<file path="src/rtl/cpu_md_pkg.sv">
// Shared op encodings, FSM states and iteration count for the multiply/divide unit.
package cpu_md_pkg;

   localparam int unsigned CALC_CYCLES = 32;

   typedef enum logic [2:0] {
      OP_NONE  = 3'b000,
      OP_MULT  = 3'b001,
      OP_MULTU = 3'b010,
      OP_DIV   = 3'b011,
      OP_DIVU  = 3'b100,
      OP_MTHI  = 3'b101,
      OP_MTLO  = 3'b110,
      OP_RSVD  = 3'b111
   } md_op_e;

   typedef enum logic [1:0] {
      ST_IDLE,
      ST_PREP,
      ST_CALC,
      ST_FIX
   } md_state_e;

endpackage

</file>
<file path="src/rtl/cpu_md_step.sv">
// One iteration of the shift-add multiplier or the restoring divider.
// Multiply: hi = accumulator, lo = multiplier. Divide: hi = partial remainder, lo = dividend/quotient.
module cpu_md_step (
   input  logic        is_div,
   input  logic [31:0] opnd,
   input  logic [31:0] hi_in,
   input  logic [31:0] lo_in,
   output logic [31:0] hi_out,
   output logic [31:0] lo_out
);

   logic [32:0] sum;
   logic [32:0] shifted;
   logic [32:0] trial;

   always_comb begin
      sum     = {1'b0, hi_in} + (lo_in[0] ? {1'b0, opnd} : 33'd0);
      shifted = {hi_in, lo_in[31]};
      trial   = shifted - {1'b0, opnd};
      hi_out  = '0;
      lo_out  = '0;
      if (is_div) begin
         // Partial remainder stays below the divisor, so a set bit 32 means the trial went negative.
         if (!trial[32]) begin
            hi_out = trial[31:0];
            lo_out = {lo_in[30:0], 1'b1};
         end else begin
            hi_out = shifted[31:0];
            lo_out = {lo_in[30:0], 1'b0};
         end
      end else begin
         hi_out = sum[32:1];
         lo_out = {sum[0], lo_in[31:1]};
      end
   end

endmodule

</file>
<file path="src/rtl/cpu_muldiv_ctrl.sv">
// Multiply/divide sequencer owning HI/LO: accepts EX-stage ops, iterates 32 steps,
// applies the sign fix-up and stalls the pipeline while busy.
module cpu_muldiv_ctrl
   import cpu_md_pkg::*;
(
   input  logic        clk,
   input  logic        rst,
   input  logic        md_valid,
   input  logic [2:0]  md_op,
   input  logic [31:0] md_src_a,
   input  logic [31:0] md_src_b,
   input  logic        md_flush,
   input  logic        mf_req,
   output logic        md_stall,
   output logic        md_busy,
   output logic        md_done,
   output logic [31:0] hi,
   output logic [31:0] lo
);

   md_state_e   state;
   logic [4:0]  cnt;
   logic        is_div;
   logic        is_signed;
   logic        q_neg;
   logic        r_neg;
   logic [31:0] a_raw;
   logic [31:0] b_raw;
   logic [31:0] opnd;
   logic [31:0] hi_w;
   logic [31:0] lo_w;
   logic [31:0] step_hi;
   logic [31:0] step_lo;
   logic [31:0] abs_a;
   logic [31:0] abs_b;
   logic [63:0] prod;
   logic [63:0] prod_fix;
   logic [31:0] quo_fix;
   logic [31:0] rem_fix;

   assign md_stall = md_busy & (md_valid | mf_req);

   assign abs_a    = (is_signed && a_raw[31]) ? (~a_raw + 32'd1) : a_raw;
   assign abs_b    = (is_signed && b_raw[31]) ? (~b_raw + 32'd1) : b_raw;
   assign prod     = {hi_w, lo_w};
   assign prod_fix = q_neg ? (~prod + 64'd1) : prod;
   assign quo_fix  = q_neg ? (~lo_w + 32'd1) : lo_w;
   assign rem_fix  = r_neg ? (~hi_w + 32'd1) : hi_w;

   cpu_md_step u_step (
      .is_div (is_div),
      .opnd   (opnd),
      .hi_in  (hi_w),
      .lo_in  (lo_w),
      .hi_out (step_hi),
      .lo_out (step_lo)
   );

   always_ff @(posedge clk) begin
      if (rst) begin
         state     <= ST_IDLE;
         cnt       <= '0;
         is_div    <= 1'b0;
         is_signed <= 1'b0;
         q_neg     <= 1'b0;
         r_neg     <= 1'b0;
         a_raw     <= '0;
         b_raw     <= '0;
         opnd      <= '0;
         hi_w      <= '0;
         lo_w      <= '0;
         md_busy   <= 1'b0;
         md_done   <= 1'b0;
         hi        <= '0;
         lo        <= '0;
      end else begin
         md_done <= 1'b0;
         if (md_flush) begin
            state   <= ST_IDLE;
            md_busy <= 1'b0;
         end else begin
            case (state)
               ST_IDLE: begin
                  if (md_valid) begin
                     case (md_op)
                        OP_MTHI: hi <= md_src_a;
                        OP_MTLO: lo <= md_src_a;
                        OP_MULT, OP_MULTU, OP_DIV, OP_DIVU: begin
                           a_raw     <= md_src_a;
                           b_raw     <= md_src_b;
                           is_div    <= (md_op == OP_DIV) || (md_op == OP_DIVU);
                           is_signed <= (md_op == OP_MULT) || (md_op == OP_DIV);
                           state     <= ST_PREP;
                           md_busy   <= 1'b1;
                        end
                        default: ;
                     endcase
                  end
               end
               ST_PREP: begin
                  q_neg <= is_signed & (a_raw[31] ^ b_raw[31]);
                  r_neg <= is_signed & a_raw[31];
                  opnd  <= is_div ? abs_b : abs_a;
                  lo_w  <= is_div ? abs_a : abs_b;
                  hi_w  <= '0;
                  cnt   <= '0;
                  state <= ST_CALC;
               end
               ST_CALC: begin
                  hi_w <= step_hi;
                  lo_w <= step_lo;
                  cnt  <= cnt + 5'd1;
                  if (cnt == 5'(CALC_CYCLES - 1)) begin
                     state   <= ST_FIX;
                     md_done <= 1'b1;
                  end
               end
               ST_FIX: begin
                  if (is_div) begin
                     if (b_raw == '0) begin
                        lo <= '1;
                        hi <= a_raw;
                     end else begin
                        lo <= quo_fix;
                        hi <= rem_fix;
                     end
                  end else begin
                     {hi, lo} <= prod_fix;
                  end
                  state   <= ST_IDLE;
                  md_busy <= 1'b0;
               end
               default: begin
                  state   <= ST_IDLE;
                  md_busy <= 1'b0;
               end
            endcase
         end
      end
   end

endmodule
</file>
<file path="config.mk">
export PLATFORM = sky130hd
export DESIGN_NAME = cpu_muldiv_ctrl
export DESIGN_NICKNAME = d
export VERILOG_FILES = /design/src/rtl/cpu_md_pkg.sv /design/src/rtl/cpu_md_step.sv /design/src/rtl/cpu_muldiv_ctrl.sv
export SDC_FILE = /design/constraint.sdc
export NUM_CORES = 1
export LEC_CHECK = 0
export BUFFER_PORTS_ARGS = -buffer_cell sky130_fd_sc_hd__buf_4
export CAP_MARGIN = 20
export CORE_MARGIN = 2
export CORE_UTILIZATION = 40
export CTS_BUF_LIST = sky130_fd_sc_hd__clkbuf_16
export DETAILED_ROUTE_END_ITERATION = 10
export GPL_ROUTABILITY_DRIVEN = 1
export PLACE_DENSITY = 0.69
export SLEW_MARGIN = 20
export SYNTH_ARGS = -nofsm -noshare
export SYNTH_HDL_FRONTEND = slang
export SYNTH_HIERARCHICAL = 1
export SYNTH_SLANG_ARGS = --single-unit
</file>
<file path="constraint.sdc">
create_clock -name clk -period 10.45 [get_ports clk]
set_clock_uncertainty 0.2 [all_clocks]
set_input_delay 3.135 -clock clk [delete_from_list [all_inputs] [get_ports clk]]
set_output_delay 3.135 -clock clk [all_outputs]
set_load 0.05 [all_outputs]
</file>
Yosys cells after proc, flatten, opt, wreduce, memory -nomap -nowiden
Cells that the tools add are included.
- bits in registers: 237
- input port bits: 72
- output and inout bits: 67
- word-level logic and storage cells: 101
- add/subtract/negate cells: 8
- equality and inequality tests: 15
- muxes and demuxes: 33
- bitwise operators: 12
- reductions and logical operators: 18
- operators by type and width (operator ; number):
    $mux W32 ; 18
    $pmux W32 S2 ; 4
    $add A32 B1 Y32 const B ; 4
    $not A32 Y32 ; 4
    $add A64 B1 Y64 const B ; 1
    $mux W64 ; 1
    $not A64 Y64 ; 1
    $add A32 B33 Y33 ; 1
    $sub A33 B32 Y33 ; 1
    $logic_not A32 Y1 ; 1
    $reduce_and A4 Y1 ; 3
    $pmux W5 S2 ; 1
    $eq A3 B3 Y1 const B ; 3
    $pmux W2 S4 ; 1
    $eq A3 B2 Y1 const B ; 2
    $mux W2 ; 3
    $ne A2 B1 Y1 const B ; 3
    $reduce_and A3 Y1 ; 2
    $add A5 B1 Y5 const B ; 1
    $eq A5 B5 Y1 const B ; 1
    $eq A2 B2 Y1 const B ; 2
    $mux W1 ; 4
    $ne A2 B2 Y1 const B ; 2
    $reduce_and A2 Y1 ; 2
    14 further kinds ; 20

Longest topological paths before layout
Gate-level depths: netlist of run 1.
- depth after elaboration: 6
- mapped depth: 16
- gate-level depth less buffers: 15

Cells and area by module
The synthesis of run 1 kept the hierarchy.
- modules (own cells, without submodules) (module ; instances ; cells an instance ; area an instance (µm²) ; sequential area each (µm²)):
    cpu_muldiv_ctrl ; 1 ; 1847 ; 13770.7 ; 4744.6
    cpu_md_step ; 1 ; 652 ; 4525.6 ; 0.0

Least setup slack after synthesis of run 1
No wires, ideal clock.
- kind: input-to-output
- from: input port md_valid
- to: output port md_stall
- arrival time: 3.540 ns
- data required time: 7.115 ns
- slack: 3.575 ns
- stages: 1
- buffers on the path: 0
- cell sequence: o21a_1
- cells in the longest elaborated chain, start to end: 2
- RTL lines (item ; RTL line ; RTL):
    start: declaration ; cpu_muldiv_ctrl.sv:8 ; input logic md_valid,
    $or A1 B1 Y1 ; cpu_muldiv_ctrl.sv:41 ; assign md_stall = md_busy & (md_valid | mf_req);
    $and A1 B1 Y1 ; cpu_muldiv_ctrl.sv:41 ;
    end: declaration ; cpu_muldiv_ctrl.sv:14 ; output logic md_stall,
No other way between the ends.

Worst setup path in the final report of run 1
Ends and elaborated chain as after synthesis.

==> reports/results.tsv, run 1 <==
stage	metric	value	unit
synth	most common cell in the netlist	nand2_1	
route	vias	19400	
route	1st-pass router iterations	6	
synth	library cells used by synthesis	84	
synth	largest family of logic cells by synthesized area	compound AO/OA/AOI/OAI gates	
sta	RSZ-0062 raised after global routing	no	
synth	EDFF count, synth	0	
synth	mux contribution to synthesized area	0.0460	
global_route	GR Overflow Total	0	
setup_path	Worst Path Buf+Inv	2	
finish	number of diodes	0	
setup_path	worst-path cell chain	buf_4 > o21a_1 > buf_4	
clock_network	H-tree depth	1	
sta	Slew @ Worst Pin	1090	ps
global_route	initial antenna violation count	2	
placement	dpl hpwl	50600	um
clock_network	CTS tree	built	
setup_path	Worst Path Required	7120	ps
global_route	largest net degree at the start of global routing	81	
sta	Max Fclk	144	MHz
route	Met2 Wirelength	30100	um
clock_network	Clk pin slew, worst setup/hold paths	60	ps
floorplan	Site Rows	78	
floorplan	Die Wd	218	um
floorplan	starting density of the core	0.404	
clock_network	Worst-Skew Late Latency	600	ps
sta	Final period util	0.664	
synth	Synth Area in Compound Gates	0.260	
setup_path	worst r2r src	lo_w[31]	
worst_hold_path	hold path start	lo[29]	
route	M1 wire length	28400	um
setup_path	crit path from	md_valid	
sta	Final Hold Fails	0	
route	Max Used Layer	met5	
setup_path	startpoint types	input pin	
route	number of vias per cell	6.20	
route	Starting DRT DRC Count	2217	
synth	Syn Nets	2647	
synth	simple-gate share of the synthesized area	0.231	
route	WL final	68500	um
route	metal3 WL	6630	um
job	Max Cap Violations	0	
synth	Synth Flop Type	dfxtp_1	
clock_network	post-CTS setup buffers	0	
setup_path	CP max stage delay	180	ps
sta	count of final setup violators	0	
floorplan	die footprint	47500	um^2
synth	XOR/XNOR Fraction of Synth Area	0.0977	
route	mean routed wirelength per cell	21.9	um
finish	area grow syn2layout	11.8	%
floorplan	Core ar.	45300	um^2
placement	count of input and output buffers	138	
sta	relative slew slack	0.272	
clock_network	hold buffer count at cts	0	
synth	share of the yosys chip area belonging to registers	0.259	
global_route	GR Util All Layers	0.280	
setup_path	top cell family by delay on the critical path	buffers and inverters	
setup_path	WS Path Type	in -> out	
synth	Mapped Avg Cell Area	7.32	um^2
power	PD cells	119	nW/um^2
sta	Final min period	6940	ps
finish	Layout Nets	2649	
global_route	vias in the first global route	18100	
setup_path	CP max FO	3	
floorplan	Top Ports	139	
clock_network	CTS Buffer Depth	3	
sta	Max Slew Vio Count	0	
clock_network	cts bufs inserted	28	
sta	setup TNS	0	ps
synth	top-area cell type share of the netlist area	0.259	
floorplan	die height	218	um
route	ANT nets after route	0	
synth	number of synthesized register bits	237	
worst_hold_path	HP Class	reg -> reg	
synth	adder-cell share of the synthesized area	0.0528	
route	Residual DRC	0	
synth	Post-synth ARST share	0	
finish	share of layout cells above drive strength 1	0.113	
synth	Syn Inst Count	2499	
synth	largest area contributor in the netlist	dfxtp_1	
setup_path	CP max stage cell	buf_4	
clock_network	clk sinks	237	
setup_path	cell mode on critical path	buf_4	
synth	Ys Warns	6	
clock_network	Root Buffer	clkbuf_16	
setup_path	CP arrival	3610	ps
global_route	first-pass GRT wire length	105000	um
status	status	complete, no violations	
synth	Mapped Area	18300	um^2
setup_path	CP Capture Type	output port	
finish	Final Util	0.452	
power	Leak	7.92	nW
synth	Post-synth top cells	nand2_1 (404), a21oi_1 (277), dfxtp_1 (237)	
clock_network	Post-CTS Resized	0	
synth	Synth area leaders	dfxtp_1 (26%), nand2_1 (8.3%), a21oi_1 (7.6%)	
power	IR drop worst, VDD	0.000143	V
placement	Final Wtd Congestion	1.03	
[final cells by class]
class | count | area, um^2
Clock buffer | 28 | 701
Clock inverter | 22 | 201
Fill cell | 4598 | 24800
Inverter | 69 | 259
Multi-Input combinational cell | 2005 | 12600
Sequential cell | 237 | 4750
Tap cell | 600 | 751
Timing Repair Buffer | 160 | 1200
[kinds of logic after synthesis]
family	count (synthesis)
AND/OR/NAND/NOR	905
AO/OA/AOI/OAI	740
buffers and inverters	257
flip-flops	237
XOR/XNOR	204
multiplexers	80
adder cells (fa/ha/maj)	76
[per-stage QoR]
stage | cells | total power, mW | hold slack [ps] | instance area (um^2) | setup slack, ps
global placement | 3071 | 1.45 | 246 | 19600 | 3500
global route | 3121 | 2.51 | 273 | 20500 | 3500
finish | 3121 | 2.43 | 256 | 20500 | 3510
floorplan | 2499 | 1.30 | 240 | 18300 | 3570
CTS | 3121 | 2.42 | 259 | 20500 | 3510
detailed placement | 3071 | 1.45 | 251 | 19600 | 3510
[registers in the layout (all words and copies together), names as in the netlist]
signal,flops
lo,32
md_busy,1
opnd,32
a_raw,32
hi_w,32
r_neg,1
hi,32
state,2
cnt,5
q_neg,1
is_div,1
is_signed,1
lo_w,32
md_done,1
b_raw,32
[metal layers]
layer,vias to the layer above,track usage
met2,990,0.438
met5,-,0
met4,4,0.114
met1,9202,0.369
li1,8951,-
met3,210,0.0649
[worst min-delay path: cells and delay by family (launching register included)]
family / cells / cell delay (ps)
compound gates: 1 / 50
simple gates: 1 / 50
flops: 1 / 310
[report_power, final]
| part | switching (mW) | total [mW] | leakage, nW | internal (mW) |
|---|---|---|---|---|
| sequential | 0.0429 | 0.970 | 1.92 | 0.927 |
| clock | 0.422 | 0.983 | 0.467 | 0.561 |
| combinational | 0.322 | 0.480 | 5.53 | 0.159 |
| total | 0.787 | 2.43 | 7.92 | 1.65 |
[cells in the final DEF, fill, tap and decap left out, types with 14 or more instances in the layout]
cell type | Yosys | layout
mux2_2 | 33 | 33
o41ai_1 | 18 | 18
nor3_1 | 51 | 51
buf_4 | 0 | 160
o211ai_1 | 34 | 34
nand3_1 | 45 | 45
and2_1 | 48 | 47
a31oi_1 | 29 | 29
nand4_1 | 21 | 21
nand2_1 | 404 | 403
or3_1 | 16 | 16
clkbuf_16 | 0 | 28
inv_1 | 65 | 71
ha_1 | 74 | 73
nor4_1 | 30 | 30
dfxtp_1 | 237 | 234
mux2i_1 | 47 | 47
nor2b_1 | 19 | 17
a21o_1 | 23 | 23
o221ai_1 | 31 | 31
xnor2_1 | 120 | 119
or2_2 | 17 | 17
or4_1 | 19 | 19
o31ai_1 | 39 | 39
a21oi_1 | 277 | 277
a32o_1 | 14 | 14
a211oi_1 | 31 | 31
xor2_1 | 84 | 84
nor2_1 | 181 | 181
o21ai_0 | 119 | 119
nand2b_1 | 18 | 17
[final timing paths]
kind / slack (ps) / endpoint / cells after the start
hold reg to reg: 260 / lo[29] / 2
setup / recovery: 3510 / md_stall / 3
setup reg to reg: 5540 / hi_w[13] / 16
hold / removal: 260 / lo[29] / 2
(Power assumes the default switching activity.)
==> run 2: changes to the inputs <==
Clock period 10.45 ns to 6.8 ns, I/O delays scaled along.
==> reports/results.tsv, run 2 (same netlist as run 1, synthesis figures left out) <==
stage	metric	value	unit	change
floorplan	die footprint	47500	um^2	unchanged
clock_network	hold buffer count at cts	0		unchanged
floorplan	Site Rows	78		unchanged
setup_path	WS Path Type	in -> out		
route	Residual DRC	0		unchanged
clock_network	Clk pin slew, worst setup/hold paths	60	ps	about the same
sta	Max Fclk	210	MHz	
clock_network	CTS tree	built		
floorplan	Die Wd	218	um	unchanged
clock_network	cts bufs inserted	28		unchanged
global_route	vias in the first global route	17600		-2.8%
status	status	complete, no violations		
route	number of vias per cell	6.19		-0.17%
placement	Final Wtd Congestion	1.00		-2.6%
clock_network	Worst-Skew Late Latency	590	ps	about the same
power	PD cells	180	nW/um^2	+52%
route	Starting DRT DRC Count	2366		+6.7%
setup_path	startpoint types	input pin		
global_route	GR Util All Layers	0.281		+0.00114
route	WL final	69100	um	+0.92%
finish	Layout Nets	2653		+0.15%
global_route	first-pass GRT wire length	105000	um	-0.48%
sta	count of final setup violators	0		unchanged
global_route	largest net degree at the start of global routing	94		+16%
setup_path	CP Capture Type	output port		
finish	most common cell after layout, fill and taps aside	nand2_1		
placement	dpl hpwl	51500	um	+1.9%
clock_network	post-CTS setup buffers	0		unchanged
clock_network	Root Buffer	clkbuf_16		
sta	Final min period	4760	ps	
route	mean routed wirelength per cell	22.1	um	+0.70%
clock_network	clk sinks	237		unchanged
floorplan	die height	218	um	unchanged
finish	area grow syn2layout	11.8	%	about the same
sta	Final Hold Fails	0		unchanged
sta	Max Slew Vio Count	0		unchanged
sta	setup TNS	0	ps	unchanged
job	Max Cap Violations	0		unchanged
setup_path	worst-path cell chain	buf_4 > o21a_1 > buf_4		
power	Power, Total	3.69	mW	+52%
sta	Final period util	0.699		
placement	count of input and output buffers	138		unchanged
clock_network	CTS Buffer Depth	3		unchanged
sta	Slew @ Worst Pin	1040	ps	-46.9 ps
floorplan	starting density of the core	0.404		unchanged
finish	share of layout cells above drive strength 1	0.113		+0.000127
route	1st-pass router iterations	8		+2
floorplan	Top Ports	139		unchanged
setup_path	CP max stage cell	buf_4		
global_route	GR Overflow Total	0		unchanged
power	IR drop worst, VDD	0.000198	V	+38%
clock_network	Post-CTS Resized	0		unchanged
worst_hold_path	HP Class	reg -> reg		
floorplan	Core ar.	45300	um^2	unchanged
sta	RSZ-0062 raised after global routing	no		
setup_path	CP max FO	3		unchanged
clock_network	H-tree depth	1		unchanged
global_route	initial antenna violation count	0		-2
route	vias	19400		+0.052%
setup_path	CP max stage delay	180	ps	about the same
setup_path	cell mode on critical path	buf_4		
power	Leak	7.91	nW	-0.17%
setup_path	CP arrival	2520	ps	-1090 ps
setup_path	Worst Path Buf+Inv	2		unchanged
finish	commonest non-fill, non-tap cells in the layout	nand2_1 (403), a21oi_1 (277), dfxtp_1 (234), nor2_1 (181), buf_4 (164)		
route	ANT nets after route	0		unchanged
setup_path	Worst Path Required	4560	ps	-2560 ps
sta	relative slew slack	0.301		+0.0291
setup_path	top cell family by delay on the critical path	buffers and inverters		
==> run 2: through the flow <==
stage / util / cell area (um^2) / cells / hold slack (ps) / setup slack (ps)
final: 0.452 / 20500 / 3128 / 256 / 2040
after global routing: 0.452 / 20500 / 3127 / 275 / 2030
after CTS: 0.452 / 20500 / 3127 / 256 / 2040
after detailed placement: 0.432 / 19600 / 3075 / 247 / 2040
after global placement: 0.432 / 19600 / 3075 / 240 / 2050
after floorplan: - / 18300 / 2499 / 240 / 2110
==> run 2: worst reg2reg max path, cell delays in order (launching register included) <==
cell and delay (ps):
dfxtp_1 560, inv_1 110, ha_1 230, fa_1 410, nand2b_1 180, a21o_1 190, a211oi_1 420, a31oi_1 320
o21ai_1 240, a21oi_1 120, a31oi_1 230, xnor2_2 140, buf_4 540, mux2i_1 310, a21oi_1 90, nand2_1 100
a21oi_1 60
==> run 2: final cells by class <==
cell class	instances	area [um^2]
inverter	69	259
clock buffer	28	701
timing repair buffer	164	1230
sequential	237	4750
multi-input combinational	2005	12600
antenna	1	2.50
clock inverter	24	175
tap	600	751
fill	4606	24800
==> run 2: worst paths after layout <==
kind	from	to	slack [ps]	depth (start not counted)
max	md_valid	md_stall	2040	3
min reg2reg	lo[19]	lo[19]	260	2
min	lo[19]	lo[19]	260	2
max reg2reg	lo_w[31]	hi_w[11]	2200	16
==> run 2: report_power, final <==
| part | switching, mW | internal [mW] | total [mW] |
|---|---|---|---|
| combinational | 0.505 | 0.245 | 0.749 |
| sequential | 0.0626 | 1.43 | 1.49 |
| clock | 0.659 | 0.794 | 1.45 |
==> run 2: layer usage <==
| metal | track usage | routed length [um] | up-vias |
|---|---|---|---|
| met1 | 0.378 | 28800 | 9269 |
| met2 | 0.441 | 30800 | 954 |
| met5 | 0 | 0 | - |
| met3 | 0.0633 | 7000 | 154 |
| met4 | 0.0946 | 2530 | 0 |
| li1 | - | - | 8990 |
